===== src/rtl/dut_pkg.sv =====
// Shared constants, byte type and FSM state encoding for the program-3
// signed-multiply engine.
package dut_pkg;

  localparam int NUM_PAIRS    = 16;
  localparam int OPERAND_BASE = 0;
  localparam int RESULT_BASE  = 64;
  localparam int MEM_DEPTH    = 256;

  typedef logic [7:0] byte_t;

  typedef enum logic [1:0] {
    IDLE  = 2'd0,
    LOAD  = 2'd1,
    STORE = 2'd2,
    DONE  = 2'd3
  } state_t;

endpackage


===== src/rtl/data_mem.sv =====
// 256 x 8 byte memory: combinational read and synchronous write on one
// shared address. The array is not reset.
module data_mem
  import dut_pkg::*;
(
  input  logic       clk,
  input  logic       i_we,
  input  logic [7:0] i_addr,
  input  byte_t      i_wdata,
  output byte_t      o_rdata
);

  byte_t core [MEM_DEPTH];

  assign o_rdata = core[i_addr];

  always_ff @(posedge clk) begin
    if (i_we) core[i_addr] <= i_wdata;
  end

endmodule


===== src/rtl/dut.sv =====
// Program-3 engine: reads 16 operand pairs from its data memory, writes
// the signed 32-bit products back big-endian, then raises done.
module dut
  import dut_pkg::*;
(
  input  logic clk,
  input  logic reset,
  input  logic start,
  output logic done
);

  state_t            r_state;
  logic [3:0]        r_k;
  logic [1:0]        r_bc;
  byte_t             r_a_hi;
  byte_t             r_a_lo;
  byte_t             r_b_hi;
  byte_t             r_b_lo;

  logic signed [15:0] w_a;
  logic signed [15:0] w_b;
  logic signed [31:0] w_a_ext;
  logic signed [31:0] w_b_ext;
  logic signed [31:0] w_prod;
  logic [7:0]         w_addr;
  logic               w_we;
  byte_t              w_wdata;
  byte_t              w_rdata;

  assign w_a     = $signed({r_a_hi, r_a_lo});
  assign w_b     = $signed({r_b_hi, r_b_lo});
  assign w_a_ext = 32'(w_a);
  assign w_b_ext = 32'(w_b);
  assign w_prod  = w_b_ext * w_a_ext;

  // Same byte index {k, bc} addresses operands in LOAD and results in STORE.
  always_comb begin
    w_addr = 8'(OPERAND_BASE) + {2'b00, r_k, r_bc};
    if (r_state == STORE) w_addr = 8'(RESULT_BASE) + {2'b00, r_k, r_bc};
  end

  always_comb begin
    w_wdata = '0;
    unique case (r_bc)
      2'd0: w_wdata = w_prod[31:24];
      2'd1: w_wdata = w_prod[23:16];
      2'd2: w_wdata = w_prod[15:8];
      2'd3: w_wdata = w_prod[7:0];
    endcase
  end

  // Gated by start so an aborting cycle never lands a byte.
  assign w_we = (r_state == STORE) && !start;

  data_mem dm (
    .clk     (clk),
    .i_we    (w_we),
    .i_addr  (w_addr),
    .i_wdata (w_wdata),
    .o_rdata (w_rdata)
  );

  always_ff @(posedge clk or posedge reset) begin
    if (reset) begin
      r_state <= IDLE;
      r_k     <= '0;
      r_bc    <= '0;
      r_a_hi  <= '0;
      r_a_lo  <= '0;
      r_b_hi  <= '0;
      r_b_lo  <= '0;
      done    <= 1'b0;
    end else begin
      unique case (r_state)
        IDLE: begin
          done <= 1'b0;
          r_k  <= '0;
          r_bc <= '0;
          if (!start) r_state <= LOAD;
        end
        LOAD: begin
          if (start) begin
            r_state <= IDLE;
            done    <= 1'b0;
          end else begin
            unique case (r_bc)
              2'd0: r_a_hi <= w_rdata;
              2'd1: r_a_lo <= w_rdata;
              2'd2: r_b_hi <= w_rdata;
              2'd3: r_b_lo <= w_rdata;
            endcase
            r_bc <= r_bc + 2'd1;
            if (r_bc == 2'd3) r_state <= STORE;
          end
        end
        STORE: begin
          if (start) begin
            r_state <= IDLE;
            done    <= 1'b0;
          end else begin
            r_bc <= r_bc + 2'd1;
            if (r_bc == 2'd3) begin
              r_k <= r_k + 4'd1;
              if (r_k == 4'(NUM_PAIRS - 1)) r_state <= DONE;
              else                          r_state <= LOAD;
            end
          end
        end
        DONE: begin
          if (start) begin
            r_state <= IDLE;
            done    <= 1'b0;
          end else begin
            done <= 1'b1;
          end
        end
      endcase
    end
  end

endmodule


===== config.mk =====
export PLATFORM = sky130hd
export DESIGN_NAME = dut
export DESIGN_NICKNAME = d
export VERILOG_FILES = /design/src/rtl/dut_pkg.sv /design/src/rtl/data_mem.sv /design/src/rtl/dut.sv
export SDC_FILE = /design/constraint.sdc
export NUM_CORES = 1
export LEC_CHECK = 0
export BUFFER_PORTS_ARGS = -buffer_cell sky130_fd_sc_hd__buf_2
export CAP_MARGIN = 20
export CELL_PAD_IN_SITES_DETAIL_PLACEMENT = 1
export CELL_PAD_IN_SITES_GLOBAL_PLACEMENT = 1
export CORE_MARGIN = 2
export CORE_UTILIZATION = 43
export DETAILED_ROUTE_END_ITERATION = 10
export PLACE_DENSITY = 0.81
export SLEW_MARGIN = 25
export SYNTH_ARGS = -nofsm -noshare
export SYNTH_HDL_FRONTEND = slang
export SYNTH_SLANG_ARGS = --single-unit

===== constraint.sdc =====
create_clock -name clk -period 1.7 [get_ports clk]
set_input_delay 0.34 -clock clk [delete_from_list [all_inputs] [get_ports clk]]
set_output_delay 0.34 -clock clk [all_outputs]
set_load 0.05 [all_outputs]

* Word level (Yosys, flattened, before mapping)
Cells that the tools add are included.
Storage, ports and cells: flip-flop bits (word level) 9, input port bits 3
Operators by class: add/sub/neg operators 2, equality and inequality tests 13, multiplexer cells 16, reduce and logical (&&, ||, !) cells 7
Operators with widths (number):
- $mux W2 | 8
- $mux W4 | 2
- $ne A2 B2 Y1 const B | 4
- $pmux W2 S4 | 1
- $pmux W4 S2 | 1
- $eq A2 B2 Y1 const B | 3
- $add A4 B1 Y4 const B | 1
- $eq A4 B4 Y1 const B | 1
- $ne A2 B1 Y1 const B | 2
- $pmux W2 S2 | 1
- $reduce_and A4 Y1 | 1
- $reduce_bool A2 Y1 | 2
- $ne A3 B2 Y1 const B | 1
- $ne A3 B3 Y1 const B | 1
- $pmux W1 S3 | 1
- $reduce_and A3 Y1 | 1
- $add A2 B1 Y2 const B | 1
- $eq A2 B1 Y1 const B | 1
- $logic_not A2 Y1 | 1
- $mux W1 | 2
- $reduce_and A2 Y1 | 1
- $reduce_or A2 Y1 | 1

* Depth between registers and ports, before layout
Gate-level depths: netlist (run 1).
word-level depth 5, depth in mapped cells 6, mapped depth without buffers 5

* Least setup slack after synthesis (run 1)
No wires, ideal clock.
path type flip-flop to flip-flop, start reg r_state[0], end reg r_state[0], library setup time 0.127 ns, arrival time 1.354 ns, required time 1.573 ns, slack 0.219 ns, cell stages (with the launch flop) 7, buffers on the path 1, path through dfrtp_1 -> inv_1 -> ha_1 -> clkbuf_1 -> nor2_1 -> o21ai_0 -> o2bb2a_1
Between the ends: cells in the longest elaborated chain, start to end 3, elaborated cells between the ends (all ways) 10, classes of those cells eq/ne: 7; mux: 1; reduce/logical: 2
Ends and longest elaborated chain:
- start, declared | line dut.sv:12 | state_t r_state;
- start signal, assigned | line dut.sv:65 | r_state <= IDLE;
- start signal, assigned | line dut.sv:79 | if (!start) r_state <= LOAD;
- start signal, assigned | line dut.sv:83 | r_state <= IDLE;
- $eq A2 B1 Y1, or another cell as far along | line dut.sv:74 | unique case (r_state)
- $ne A3 B3 Y1 (no line), or another cell as far along
- $reduce_and A4 Y1 (no line)
Parallel ways exist; a longest one is shown, timed or not. A chain may end at the register's enable or synchronous reset.

* Worst setup path in the final report (run 1)
start reg r_state[0], end reg r_k[3]
Between the ends: cells in the longest elaborated chain, start to end 3, elaborated cells between the ends (all ways) 7, classes of those cells eq/ne: 3; mux: 1; reduce/logical: 3
Ends and longest elaborated chain:
- $eq A2 B2 Y1 or $logic_not A2 Y1 (tied branches) | line dut.sv:74
- $ne A2 B1 Y1 (no line), or another cell as far along
- $reduce_and A3 Y1 (no line)
- end signal, assigned | line dut.sv:103 | r_k <= r_k + 4'd1;
- end, declared | line dut.sv:13 | logic [3:0] r_k;
Parallel ways exist; a longest one is shown, timed or not.

==> summary.md, run 1 <==
| Metric | Value |
|---|---|
| Startpoint kind of the worst setup timing path | `flip-flop` |
| Cell family with most CP delay | `flip-flops` |
| Number of buffers between clock root and the deepest sink | `2` |
| Flop and latch count out of synthesis | `9` |
| Detailed Route Iter0 Violations | `7` |
| Internal Pwr Total | `0.000433 W` |
| Share of the clock period used by the worst path | `90.3%` |
| Fill cells | `146` |
| Part of the power in the clock network | `24.1%` |
| Crit path buf inv count | `2` |
| Async SR Flop Fraction | `100%` |
| Setup_tns | `0 ps` |
| CTS sink cnt | `9` |
| Number of instances in the synthesized netlist | `58` |
| Number of detailed-routing iterations run before antenna repair | `4` |
| Number of hold-repair buffers added at the cts stage | `0` |
| Yosys synthesis warning count | `0` |
| Part of the power in registers | `39.3%` |
| Average via count per standard cell | `5.73` |
| CP Data Required Time | `1830 ps` |
| Boundary pin count | `4` |
| Number of buffers added for setup after CTS | `0` |
| Total power per unit cell area | `1050 nW/um2` |
| Cell type contributing the most total cell area after synthesis | `sky130_fd_sc_hd__dfrtp_1` |
| GRT Residual Overflow | `0` |
| Unrepaired setup endpoints after global routing | `false` |
| Post-route DRC violation count | `0` |
| Element type at the critical path end | `flip-flop` |
| Average cell area after synthesis | `10.1 um2` |
| Number of violations of the max-capacitance limit | `0` |
| Routed via count | `453` |
| Post-route ant nets | `0` |
| Max VDD drop | `0.590 mV` |
| First-pass GRT wire length | `1.96 mm` |
| Number of setup violations in the final report | `0` |
| Number of flops mapped to enable cells by yosys | `0` |
| Routed wire length per instance | `15.8 um` |
| Netlist area before placement | `588 um2` |
| Category of the most critical setup path | `reg -> reg` |
| Placed Instances | `75` |
| Final std cells w/o fill | `79` |
| Number of buffers created by CTS | `3` |
| Result of the run | `finished, final reports clean` |
| Die footprint | `1680 um2` |
| Area fraction of the dominant cell type after synthesis | `38.3%` |
| Number of different library cells in the post-synthesis netlist | `25` |
| Maximum cell stage delay along the critical path | `370 ps` |
| Post-synthesis sequential area ratio | `38.3%` |
| Most utilized layer in the global route result | `met2` |
| Clock period minus final worst setup slack | `1540 ps` |
| Worst-path fanout max | `8` |
| Horizontal die dimension | `41.0 um` |
| Detailed Place HPWL | `946 um` |
| Count of final hold-check violations | `0` |
| Most used DFF post-synth | `sky130_fd_sc_hd__dfrtp_1` |
| Placement row count | `13` |
| Max_slew headroom | `76.2%` |
| Cells taking the most area after synthesis | `sky130_fd_sc_hd__dfrtp_1 38%, sky130_fd_sc_hd__ha_1 13%, sky130_fd_sc_hd__a22o_1 6.0%, sky130_fd_sc_hd__buf_6 3.8%, sky130_fd_sc_hd__mux2_2 3.8%` |
| Count of pins over their slew limit | `0` |
| Clock-pin slew of the registers on the worst-case setup and hold paths | `60 ps` |
| Library cell contributing the largest single delay on the critical path | `sky130_fd_sc_hd__dfrtp_1` |
| Met1 track utilization from global routing | `25.7%` |
| List of cells traversed by the critical path | `inv_1 > ha_1 > buf_4 > a31o_1 > or3b_1` |
| CTS tree | `yes` |
| Highest clock frequency the design can meet | `651 MHz` |
| Final net count | `74` |
| Proportion of power drawn by combinational gates | `36.6%` |
| GR met3 Demand/Resource | `4.89%` |
| Net switching share of the total power | `35.4%` |
| Setup Skew | `4.91 ps` |
| Placeable Area | `1280 um2` |
| Met2 capacity usage during global routing | `27.3%` |
| Data arrival time of the critical path | `1660 ps` |
| Pin slew with the least headroom to its limit | `357 ps` |
| Global-route usage over all layers | `18.9%` |
| Largest net degree at the start of global routing | `10` |
| Gp weighted congestion | `0.761` |
| Buffers on Ports | `3` |
| Sw power | `0.000238 W` |
| Count of inserted antenna diode cells | `0` |
| Ratio of cells with drive above 1 in the final layout | `17.2%` |
| Layout Area Growth over Synthesis | `8.30%` |
| Worst hold path type | `in -> async` |
| Nets in the synthesized netlist | `67` |
| Clock latency on the worst-skew pair | `250 ps` |
| Vert. Die Dim | `41.0 um` |
| Count of cells resized by post-cts repair | `0` |
| Clock Root Buffer | `sky130_fd_sc_hd__clkbuf_4` |
| Leakage power figure | `0.317 nW` |
| Initial core utilization | `45.8%` |
| CTS H-tree depth | `1` |
| Antenna violations before repair | `0` |
| Vias in the first global route | `450` |
| Sum of routed wire length over all layers | `1.25 mm` |
## worst reg2reg max path, stage by stage, from the launching register on
cell and delay [ps]:
sky130_fd_sc_hd__dfrtp_1 370, sky130_fd_sc_hd__inv_1 80, sky130_fd_sc_hd__ha_1 240, sky130_fd_sc_hd__buf_4 170
sky130_fd_sc_hd__a31o_1 170, sky130_fd_sc_hd__or3b_1 370
## area by class of cell
cell class / count / area (um2) / share of cell area (%)
clock buffer: 4 / 26.3 / 4.13
inverter: 5 / 18.8 / 2.95
tap: 15 / 18.8 / 2.95
sequential: 9 / 225 / 35.4
multi-input combinational: 41 / 318 / 49.9
timing repair buffer: 5 / 30.0 / 4.72
## placed cells by master (no fill, tap or decap)
master / instances
sky130_fd_sc_hd__dfrtp_1: 9
sky130_fd_sc_hd__nor2_1: 6
sky130_fd_sc_hd__ha_1: 6
sky130_fd_sc_hd__inv_1: 5
sky130_fd_sc_hd__a22o_1: 4
sky130_fd_sc_hd__nand3_1: 3
sky130_fd_sc_hd__o21ai_0: 3
sky130_fd_sc_hd__clkbuf_4: 3
sky130_fd_sc_hd__buf_2: 3
sky130_fd_sc_hd__a21oi_1: 2
sky130_fd_sc_hd__nand2b_1: 2
sky130_fd_sc_hd__mux2_2: 2
sky130_fd_sc_hd__buf_4: 2
sky130_fd_sc_hd__nand2b_4: 1
sky130_fd_sc_hd__nor4_1: 1
sky130_fd_sc_hd__nand2_1: 1
sky130_fd_sc_hd__o221ai_1: 1
sky130_fd_sc_hd__o31ai_1: 1
sky130_fd_sc_hd__o211ai_1: 1
sky130_fd_sc_hd__mux2i_1: 1
sky130_fd_sc_hd__o2bb2a_1: 1
sky130_fd_sc_hd__nor3b_1: 1
sky130_fd_sc_hd__a31o_1: 1
sky130_fd_sc_hd__nor4b_1: 1
sky130_fd_sc_hd__or3b_1: 1
sky130_fd_sc_hd__xnor2_1: 1
sky130_fd_sc_hd__clkbuf_1: 1
## worst paths after layout
kind	start	endpoint	slack [ps]	depth (start not counted)
worst max register to register	r_state[0]$_DFFE_PP0P_	r_k[3]$_DFFE_PP0P_	160	5
min in group clk	start	done$_DFFE_PP0P_	360	2
max in group asynchronous	reset	r_k[0]$_DFFE_PP0P_	1400	2
worst max-delay path	r_state[0]$_DFFE_PP0P_	r_k[3]$_DFFE_PP0P_	160	5
worst min-delay path	reset	r_bc[1]$_DFFE_PP0P_	40	2
worst min register to register	r_bc[0]$_DFFE_PP0P_	r_bc[0]$_DFFE_PP0P_	520	1
## logic make-up (layout without fill, tap and decap cells)
family          Yosys count  in the layout  synth area share, %
fa+ha+maj                 6              6                 12.8
xor+xnor                  1              1                 1.49
buf+inv                   8             14                 7.66
mux                       3              3                 5.53
simple gates             17             17                 16.8
flops                     9              9                 38.3
compound gates           14             14                 17.4
## state kept, by name, summed over array words and instances (netlist names)
name / cells
done: 1
r_bc: 2
r_k: 4
r_state: 2
## synth_stat cells, types with 2 or more instances
| master | count |
|---|---|
| sky130_fd_sc_hd__dfrtp_1 | 9 |
| sky130_fd_sc_hd__nand2b_1 | 2 |
| sky130_fd_sc_hd__o21ai_0 | 3 |
| sky130_fd_sc_hd__inv_1 | 5 |
| sky130_fd_sc_hd__a22o_1 | 4 |
| sky130_fd_sc_hd__mux2_2 | 2 |
| sky130_fd_sc_hd__ha_1 | 6 |
| sky130_fd_sc_hd__nor2_1 | 6 |
| sky130_fd_sc_hd__buf_6 | 2 |
| sky130_fd_sc_hd__nand3_1 | 3 |
| sky130_fd_sc_hd__a21oi_1 | 2 |
## power by group through the flow
stage | combinational (W) | sequential [W] | clock [W]
6_report | 0.000246 | 0.000264 | 0.000162
5_1_grt | 0.000277 | 0.000268 | 0.000174
4_1_cts | 0.000245 | 0.000263 | 0.000165
3_5_place_dp | 0.000242 | 0.000267 | 0
3_3_place_gp | 0.000232 | 0.000264 | 0
2_1_floorplan | 0.000176 | 0.000261 | 0
## through the flow
step / total power, W / setup slack (ps) / cell area [um2] / hold slack, ps / utilization, %
final: 0.000671 / 165 / 637 / 39.3 / 49.6
after global routing: 0.000719 / 103 / 637 / 70.4 / 49.6
after CTS: 0.000673 / 169 / 637 / 46.3 / 49.6
after detailed placement: 0.000508 / 181 / 611 / 318 / 47.5
after global placement: 0.000496 / 234 / 611 / 316 / 47.5
after floorplan: 0.000437 / 219 / 588 / 168 / -
## layer usage
layer,routed length (um),share of wire [%],vias to the layer above
li1,-,-,219
met1,591,47,221
met2,617,50,13
met3,37,3.0,0
met4,0,0,0
met5,0,0,-
Power figures use the tool's default switching activity.
==> run 2, diff against run 1 <==
Settings changed: CORE_MARGIN 2 to 10, PLACE_DENSITY 0.81 to 0.84, REMOVE_ABC_BUFFERS set to 1.
==> run 2 against run 1 <==
Fmax up 3.2%; worst hold slack worse by 8.3 ps; count of clock-buffer cells in the layout did not move; critical path type unchanged; sequential power about the same; critical path depth did not move; final cell count unchanged; total power rose by 0.83%; setup slack improved by 47 ps; utilization shrank 0.62 points.
==> summary.md, run 2 (synthesis gave the netlist of run 1 again) <==
| Metric | Value |
|---|---|
| Worst-path fanout max | `6 (-2)` |
| List of cells traversed by the critical path | `inv_1 > ha_1 > nor3b_1 > a31o_1 > or3b_1` |
| Total power per unit cell area | `1060 nW/um2 (+0.83%)` |
| Setup_tns | `0 ps (unchanged)` |
| Part of the power in registers | `38.9% (-0.4 points)` |
| Fill cells | `156 (+6.8%)` |
| Highest clock frequency the design can meet | `672 MHz (+3.2%)` |
| Sum of routed wire length over all layers | `1.31 mm (+5.5%)` |
| Number of buffers between clock root and the deepest sink | `2 (unchanged)` |
| Worst hold-check slack | `31.1 ps (-8.29 ps)` |
| Number of setup violations in the final report | `0 (unchanged)` |
| Placement row count | `13 (unchanged)` |
| Max VDD drop | `0.558 mV (-5.4%)` |
| Library cell contributing the largest single delay on the critical path | `sky130_fd_sc_hd__dfrtp_1` |
| CTS tree | `yes` |
| Category of the most critical setup path | `reg -> reg` |
| Top flop regs | `r_k x4, r_bc x2, r_state x2` |
| Detailed Place HPWL | `1.03 mm (+8.5%)` |
| Vert. Die Dim | `57.0 um (+39%)` |
| CTS H-tree depth | `1 (unchanged)` |
| Share of the clock period used by the worst path | `87.5% (-2.8 points)` |
| Number of flip-flops in the largest register | `4 (unchanged)` |
| Antenna violations before repair | `0 (unchanged)` |
| Total non-filler cell area in the finished layout | `637 um2 (unchanged)` |
| CTS sink cnt | `9 (unchanged)` |
| GRT Residual Overflow | `0 (unchanged)` |
| Clock period minus final worst setup slack | `1490 ps (-47.2 ps)` |
| Clock Root Buffer | `sky130_fd_sc_hd__clkbuf_4` |
| Commonest cells after routing, fill and taps aside | `9 x sky130_fd_sc_hd__dfrtp_1, 6 x sky130_fd_sc_hd__nor2_1, 6 x sky130_fd_sc_hd__ha_1, 5 x sky130_fd_sc_hd__inv_1, 4 x sky130_fd_sc_hd__a22o_1` |
| Number of buffers created by CTS | `3 (unchanged)` |
| Average via count per standard cell | `5.77 (+0.66%)` |
| Placeable Area | `1300 um2 (+1.3%)` |
| Post-route ant nets | `0 (unchanged)` |
| Routed wire length per instance | `16.6 um (+5.5%)` |
| Register Area | `225 um2 (unchanged)` |
| Leakage power figure | `0.317 nW (unchanged)` |
| Data arrival time of the critical path | `1640 ps (-20 ps)` |
| Internal Pwr Total | `0.000434 W (about the same)` |
| Net switching share of the total power | `35.9% (+0.47 points)` |
| Ratio of cells with drive above 1 in the final layout | `17.2% (unchanged)` |
| Sw power | `0.000243 W (+2.2%)` |
| Proportion of power drawn by combinational gates | `35.1% (-1.5 points)` |
| Cell family with most CP delay | `simple AND/OR/NAND/NOR gates` |
| Count of inserted antenna diode cells | `0 (unchanged)` |
| Max_slew headroom | `75.2% (-1.0 points)` |
| Count of pins over their slew limit | `0 (unchanged)` |
| Result of the run | `finished, final reports clean` |
| Buffers on Ports | `3 (unchanged)` |
| Number of violations of the max-capacitance limit | `0 (unchanged)` |
| Count of final hold-check violations | `0 (unchanged)` |
| Clock-pin slew of the registers on the worst-case setup and hold paths | `70 ps (about the same)` |
| Number of hold-repair buffers added at the cts stage | `0 (unchanged)` |
| Worst hold path type | `in -> async` |
| Number of detailed-routing iterations run before antenna repair | `4 (unchanged)` |
| Largest reg by FF count | `r_k` |
| Routed via count | `456 (+0.66%)` |
| Horizontal die dimension | `57.0 um (+39%)` |
| Gp weighted congestion | `0.718 (-5.7%)` |
| First-pass GRT wire length | `2.37 mm (+21%)` |
| Clock latency on the worst-skew pair | `270 ps (+20 ps)` |
| Crit path buf inv count | `1 (-1)` |
| Detailed Route Iter0 Violations | `5 (-2)` |
| Startpoint kind of the worst setup timing path | `flip-flop` |
| Placed instance area | `611 um2 (unchanged)` |
| Element type at the critical path end | `flip-flop` |
| Layout Area Growth over Synthesis | `8.30% (unchanged)` |
| Global-route usage over all layers | `9.13% (-9.7 points)` |
| Post-route DRC violation count | `0 (unchanged)` |
| Maximum cell stage delay along the critical path | `400 ps (+30 ps)` |
| Boundary pin count | `4 (unchanged)` |
| Initial core utilization | `45.2% (-0.57 points)` |
| Part of the power in the clock network | `26.0% (+1.9 points)` |
| Most common cell after layout, fill and taps aside | `sky130_fd_sc_hd__dfrtp_1` |
| Final net count | `74 (unchanged)` |
| Die footprint | `3250 um2 (+93%)` |
| Setup Skew | `1.89 ps (-3.03 ps)` |
| Number of buffers added for setup after CTS | `0 (unchanged)` |
| Unrepaired setup endpoints after global routing | `false` |
| CP Data Required Time | `1850 ps (+20 ps)` |
| Count of cells resized by post-cts repair | `0 (unchanged)` |
| Multi-input gate area in the final layout | `318 um2 (unchanged)` |
| Largest net degree at the start of global routing | `10 (unchanged)` |
| Vias in the first global route | `486 (+8.0%)` |
| Final Core Density | `48.9% (-0.62 points)` |
| Pin slew with the least headroom to its limit | `372 ps (+15.5 ps)` |
[run 2: cell counts in the layout (fill, tap and decap cells not counted)]
Identical to the previous run, type by type.
[run 2: stage by stage]
step	power, W	setup WS (ps)	instances
final	0.000677	212	79
after global routing	0.000743	38.1	79
after CTS	0.000687	194	79
after detailed placement	0.000508	210	75
after global placement	0.000496	267	75
after floorplan	0.000431	200	55
[run 2: worst reg2reg max path, delay by kind of cell, from the launching register on]
kind            cells  cell delay, ps
buf+inv             1             100
simple gates        2             440
fa+ha+maj           1             260
compound gates      1             180
flops               1             400
[run 2: cell type report]
type / instances / area share, %
Multi-Input combinational cell: 41 / 49.9
Sequential cell: 9 / 35.4
Timing Repair Buffer: 5 / 4.72
Clock buffer: 4 / 4.13
Inverter: 5 / 2.95
Tap cell: 15 / 2.95
[run 2: metal layers]
metal  up-vias  share of wire (%)  GRT usage [%]
met3         4                4.4           3.10
li1        219                  -              -
met2         7                 48           14.1
met4         0                3.3           6.04
met1       226                 44           10.4
met5         -                  0              0
[run 2: final timing paths]
path,slack (ps),end,depth (start not counted),startpoint
min in group clk,340,done$_DFFE_PP0P_,2,start
min reg2reg,520,r_bc[0]$_DFFE_PP0P_,1,r_bc[0]$_DFFE_PP0P_
max,210,r_k[3]$_DFFE_PP0P_,5,r_state[0]$_DFFE_PP0P_
min,30,r_bc[1]$_DFFE_PP0P_,2,reset
max in group asynchronous,1400,done$_DFFE_PP0P_,2,reset
max reg2reg,210,r_k[3]$_DFFE_PP0P_,5,r_state[0]$_DFFE_PP0P_
[run 2: power by group through the flow]
stage	registers, W	logic, W	clock network (W)
2_1_floorplan	0.000261	0.000170	0
3_3_place_gp	0.000264	0.000232	0
3_5_place_dp	0.000267	0.000240	0
4_1_cts	0.000263	0.000243	0.000180
5_1_grt	0.000268	0.000280	0.000195
6_report	0.000263	0.000238	0.000176
==> run 3, diff against run 2 <==
Settings changed: BUFFER_PORTS_ARGS -buffer_cell sky130_fd_sc_hd__buf_2 to -buffer_cell sky130_fd_sc_hd__clkbuf_2, CORE_AREA set to 10 10 47 49, CORE_MARGIN 10 to unset, CORE_UTILIZATION 43 to unset, CTS_BUF_LIST set to sky130_fd_sc_hd__clkbuf_4 sky130_fd_sc_hd__clkbuf_8, DIE_AREA set to 0 0 57 59, PLACE_DENSITY 0.84 to 0.85.
==> run 3 against run 2 <==
Count of clock-buffer cells in the layout did not move; via count fell by 3.5%; die area rose by 3.6%; utilization is 3.0 points lower; sequential share of layout area down 0.41 points; total power up 0.32%; critical path type unchanged.
==> summary.md, run 3 (synthesis gave the netlist of run 1 again) <==
| Metric | Value |
|---|---|
| Result of the run | `finished, final reports clean` |
| Buffers on Ports | `3 (unchanged)` |
| Routed wire length per instance | `15.4 um (-7.7%)` |
| Fill cells | `169 (+8.3%)` |
| Number of violations of the max-capacitance limit | `0 (unchanged)` |
| Most common cell after layout, fill and taps aside | `sky130_fd_sc_hd__dfrtp_1` |
| Detailed Route Iter0 Violations | `12 (+7)` |
| Number of buffers added for setup after CTS | `0 (unchanged)` |
| Number of buffers between clock root and the deepest sink | `2 (unchanged)` |
| Detailed Place HPWL | `969 um (-5.6%)` |
| Number of buffers created by CTS | `3 (unchanged)` |
| Layout Area Growth over Synthesis | `9.57%` |
| Die footprint | `3360 um2 (+3.6%)` |
| Flop-to-flop setup slack | `140 ps (-80 ps)` |
| Placed Instances | `76 (+1.3%)` |
| Average via count per standard cell | `5.50 (-4.7%)` |
| Number of setup violations in the final report | `0 (unchanged)` |
| Critical Path Source | `r_state[1]$_DFFE_PP0P_` |
| Clock period minus final worst setup slack | `1560 ps (+76.6 ps)` |
| Largest net degree at the start of global routing | `10 (unchanged)` |
| Placed instance area | `612 um2 (+0.20%)` |
| Setup Slack @ Placement | `130 ps (-79.9 ps)` |
| Largest reg by FF count | `r_k` |
| Placeable Area | `1400 um2 (+7.7%)` |
| Boundary pin count | `4 (unchanged)` |
| CTS tree | `yes` |
| Setup Skew | `3.89 ps (+2.01 ps)` |
| Vert. Die Dim | `59 um (+3.5%)` |
| Critical Path Sink | `r_k[3]$_DFFE_PP0P_` |
| Post-route ant nets | `0 (unchanged)` |
| Unrepaired setup endpoints after global routing | `false` |
| Gp weighted congestion | `0.714 (-0.52%)` |
| Count of pins over their slew limit | `0 (unchanged)` |
| Ratio of cells with drive above 1 in the final layout | `20.3% (+3.1 points)` |
| Antenna violations before repair | `0 (unchanged)` |
| Number of hold-repair buffers added at the cts stage | `0 (unchanged)` |
| RR Endpoint | `r_k[3]$_DFFE_PP0P_` |
| First-pass GRT wire length | `2.24 mm (-5.5%)` |
| Number of flip-flops in the largest register | `4 (unchanged)` |
| Number of detailed-routing iterations run before antenna repair | `4 (unchanged)` |
| Leakage power figure | `0.318 nW (+0.35%)` |
| Clock Root Buffer | `sky130_fd_sc_hd__clkbuf_4` |
| Startpoint kind of the worst setup timing path | `flip-flop` |
| Post-route DRC violation count | `0 (unchanged)` |
| Data arrival time of the critical path | `1700 ps (+60 ps)` |
| Max_slew headroom | `77.2% (+2.0 points)` |
| Global-route usage over all layers | `8.29% (-0.84 points)` |
| Commonest cells after routing, fill and taps aside | `9 x sky130_fd_sc_hd__dfrtp_1, 6 x sky130_fd_sc_hd__nor2_1, 5 x sky130_fd_sc_hd__inv_1, 5 x sky130_fd_sc_hd__ha_1` |
| Setup_tns | `0 ps (unchanged)` |
| Initial core utilization | `42.0% (-3.2 points)` |
| CP Data Required Time | `1840 ps (about the same)` |
| Total power per unit cell area | `1050 nW/um2 (-0.84%)` |
| Worst hold path type | `in -> async` |
| Highest clock frequency the design can meet | `639 MHz (-4.9%)` |
| Count of inserted antenna diode cells | `0 (unchanged)` |
| Clock latency on the worst-skew pair | `260 ps (about the same)` |
| Total non-filler cell area in the finished layout | `644 um2 (+1.2%)` |
| Pin slew with the least headroom to its limit | `342 ps (-30.7 ps)` |
| Count of final hold-check violations | `0 (unchanged)` |
| Vias in the first global route | `483 (-0.62%)` |
| Element type at the critical path end | `flip-flop` |
| Worst r2r path cells | `5 (unchanged)` |
| Horizontal die dimension | `57 um (about the same)` |
| Max VDD drop | `0.471 mV (-15%)` |
| Worst-path fanout max | `6 (unchanged)` |
| Top flop regs | `r_k x4, r_bc x2, r_state x2` |
| Routed via count | `440 (-3.5%)` |
| Register Area | `225 um2 (unchanged)` |
| Final std cells w/o fill | `80 (+1.3%)` |
| Slack of the critical path | `135 ps (-76.6 ps)` |
| Share of the clock period used by the worst path | `92.0% (+4.5 points)` |
| CTS H-tree depth | `1 (unchanged)` |
| GRT Residual Overflow | `0 (unchanged)` |
| Sum of routed wire length over all layers | `1.23 mm (-6.5%)` |
| Clock-pin slew of the registers on the worst-case setup and hold paths | `60 ps (about the same)` |
| Multi-input gate area in the final layout | `320 um2 (+0.79%)` |
| Category of the most critical setup path | `reg -> reg` |
| Startpoint of the most critical register-to-register path | `r_state[1]$_DFFE_PP0P_` |
| CTS sink cnt | `9 (unchanged)` |
| Final net count | `74 (unchanged)` |
| Placement row count | `14 (+1)` |
-- run 3: changes by cell type in the layout (fill, tap and decap cells not counted), sizes merged --
cell and change:
clkbuf +3, buf -3
-- run 3: worst min-delay path by stage --
stage               cells after the start  slack [ps]                  end
global route                            2          30  r_bc[1]$_DFFE_PP0P_
floorplan                               1         170     done$_DFFE_PP0P_
global placement                        2         300  r_bc[1]$_DFFE_PP0P_
CTS                                     2          20  r_bc[0]$_DFFE_PP0P_
detailed placement                      2         300  r_bc[0]$_DFFE_PP0P_
finish                                  2           4     done$_DFFE_PP0P_
-- run 3: through the flow --
stage	util (%)	hold WS, ps	power (W)
after floorplan	-	168	0.000431
after global placement	43.7	303	0.000485
after detailed placement	43.7	301	0.000502
after CTS	45.8	17.0	0.000686
after global routing	46.0	27.1	0.000728
final	46.0	4.33	0.000679
-- run 3: power by group --
group          internal, W  switching (W)
clock network     0.000107      0.0000765
registers         0.000241      0.0000230
logic            0.0000918       0.000140
-- run 3: final cells by class --
type                       count  area share [%]
multi-input combinational     41            49.7
clock buffer                   4            4.66
tap                           16            3.11
timing repair buffer           5            4.66
inverter                       5            2.91
sequential                     9            35.0
-- run 3: critical path: stages (launching register included) --
cell	delay, ps
sky130_fd_sc_hd__dfrtp_1	400
sky130_fd_sc_hd__inv_1	120
sky130_fd_sc_hd__ha_1	280
sky130_fd_sc_hd__nor3b_1	80
sky130_fd_sc_hd__a31o_1	190
sky130_fd_sc_hd__or3b_1	370
-- run 3: layer usage --
metal	global-route usage, %	share of wire [%]	vias up
li1	-	-	219
met1	9.01	43	211
met2	14.1	51	6
met3	2.79	3.6	4
met4	4.03	2.2	0
met5	0	0	-
-- run 3: repair_timing --
| action | CTS | global route |
|---|---|---|
| setup endpoints to repair | 0 | 1 |
| resized for setup | 0 | 1 |
| hold endpoints to repair | 0 | 0 |
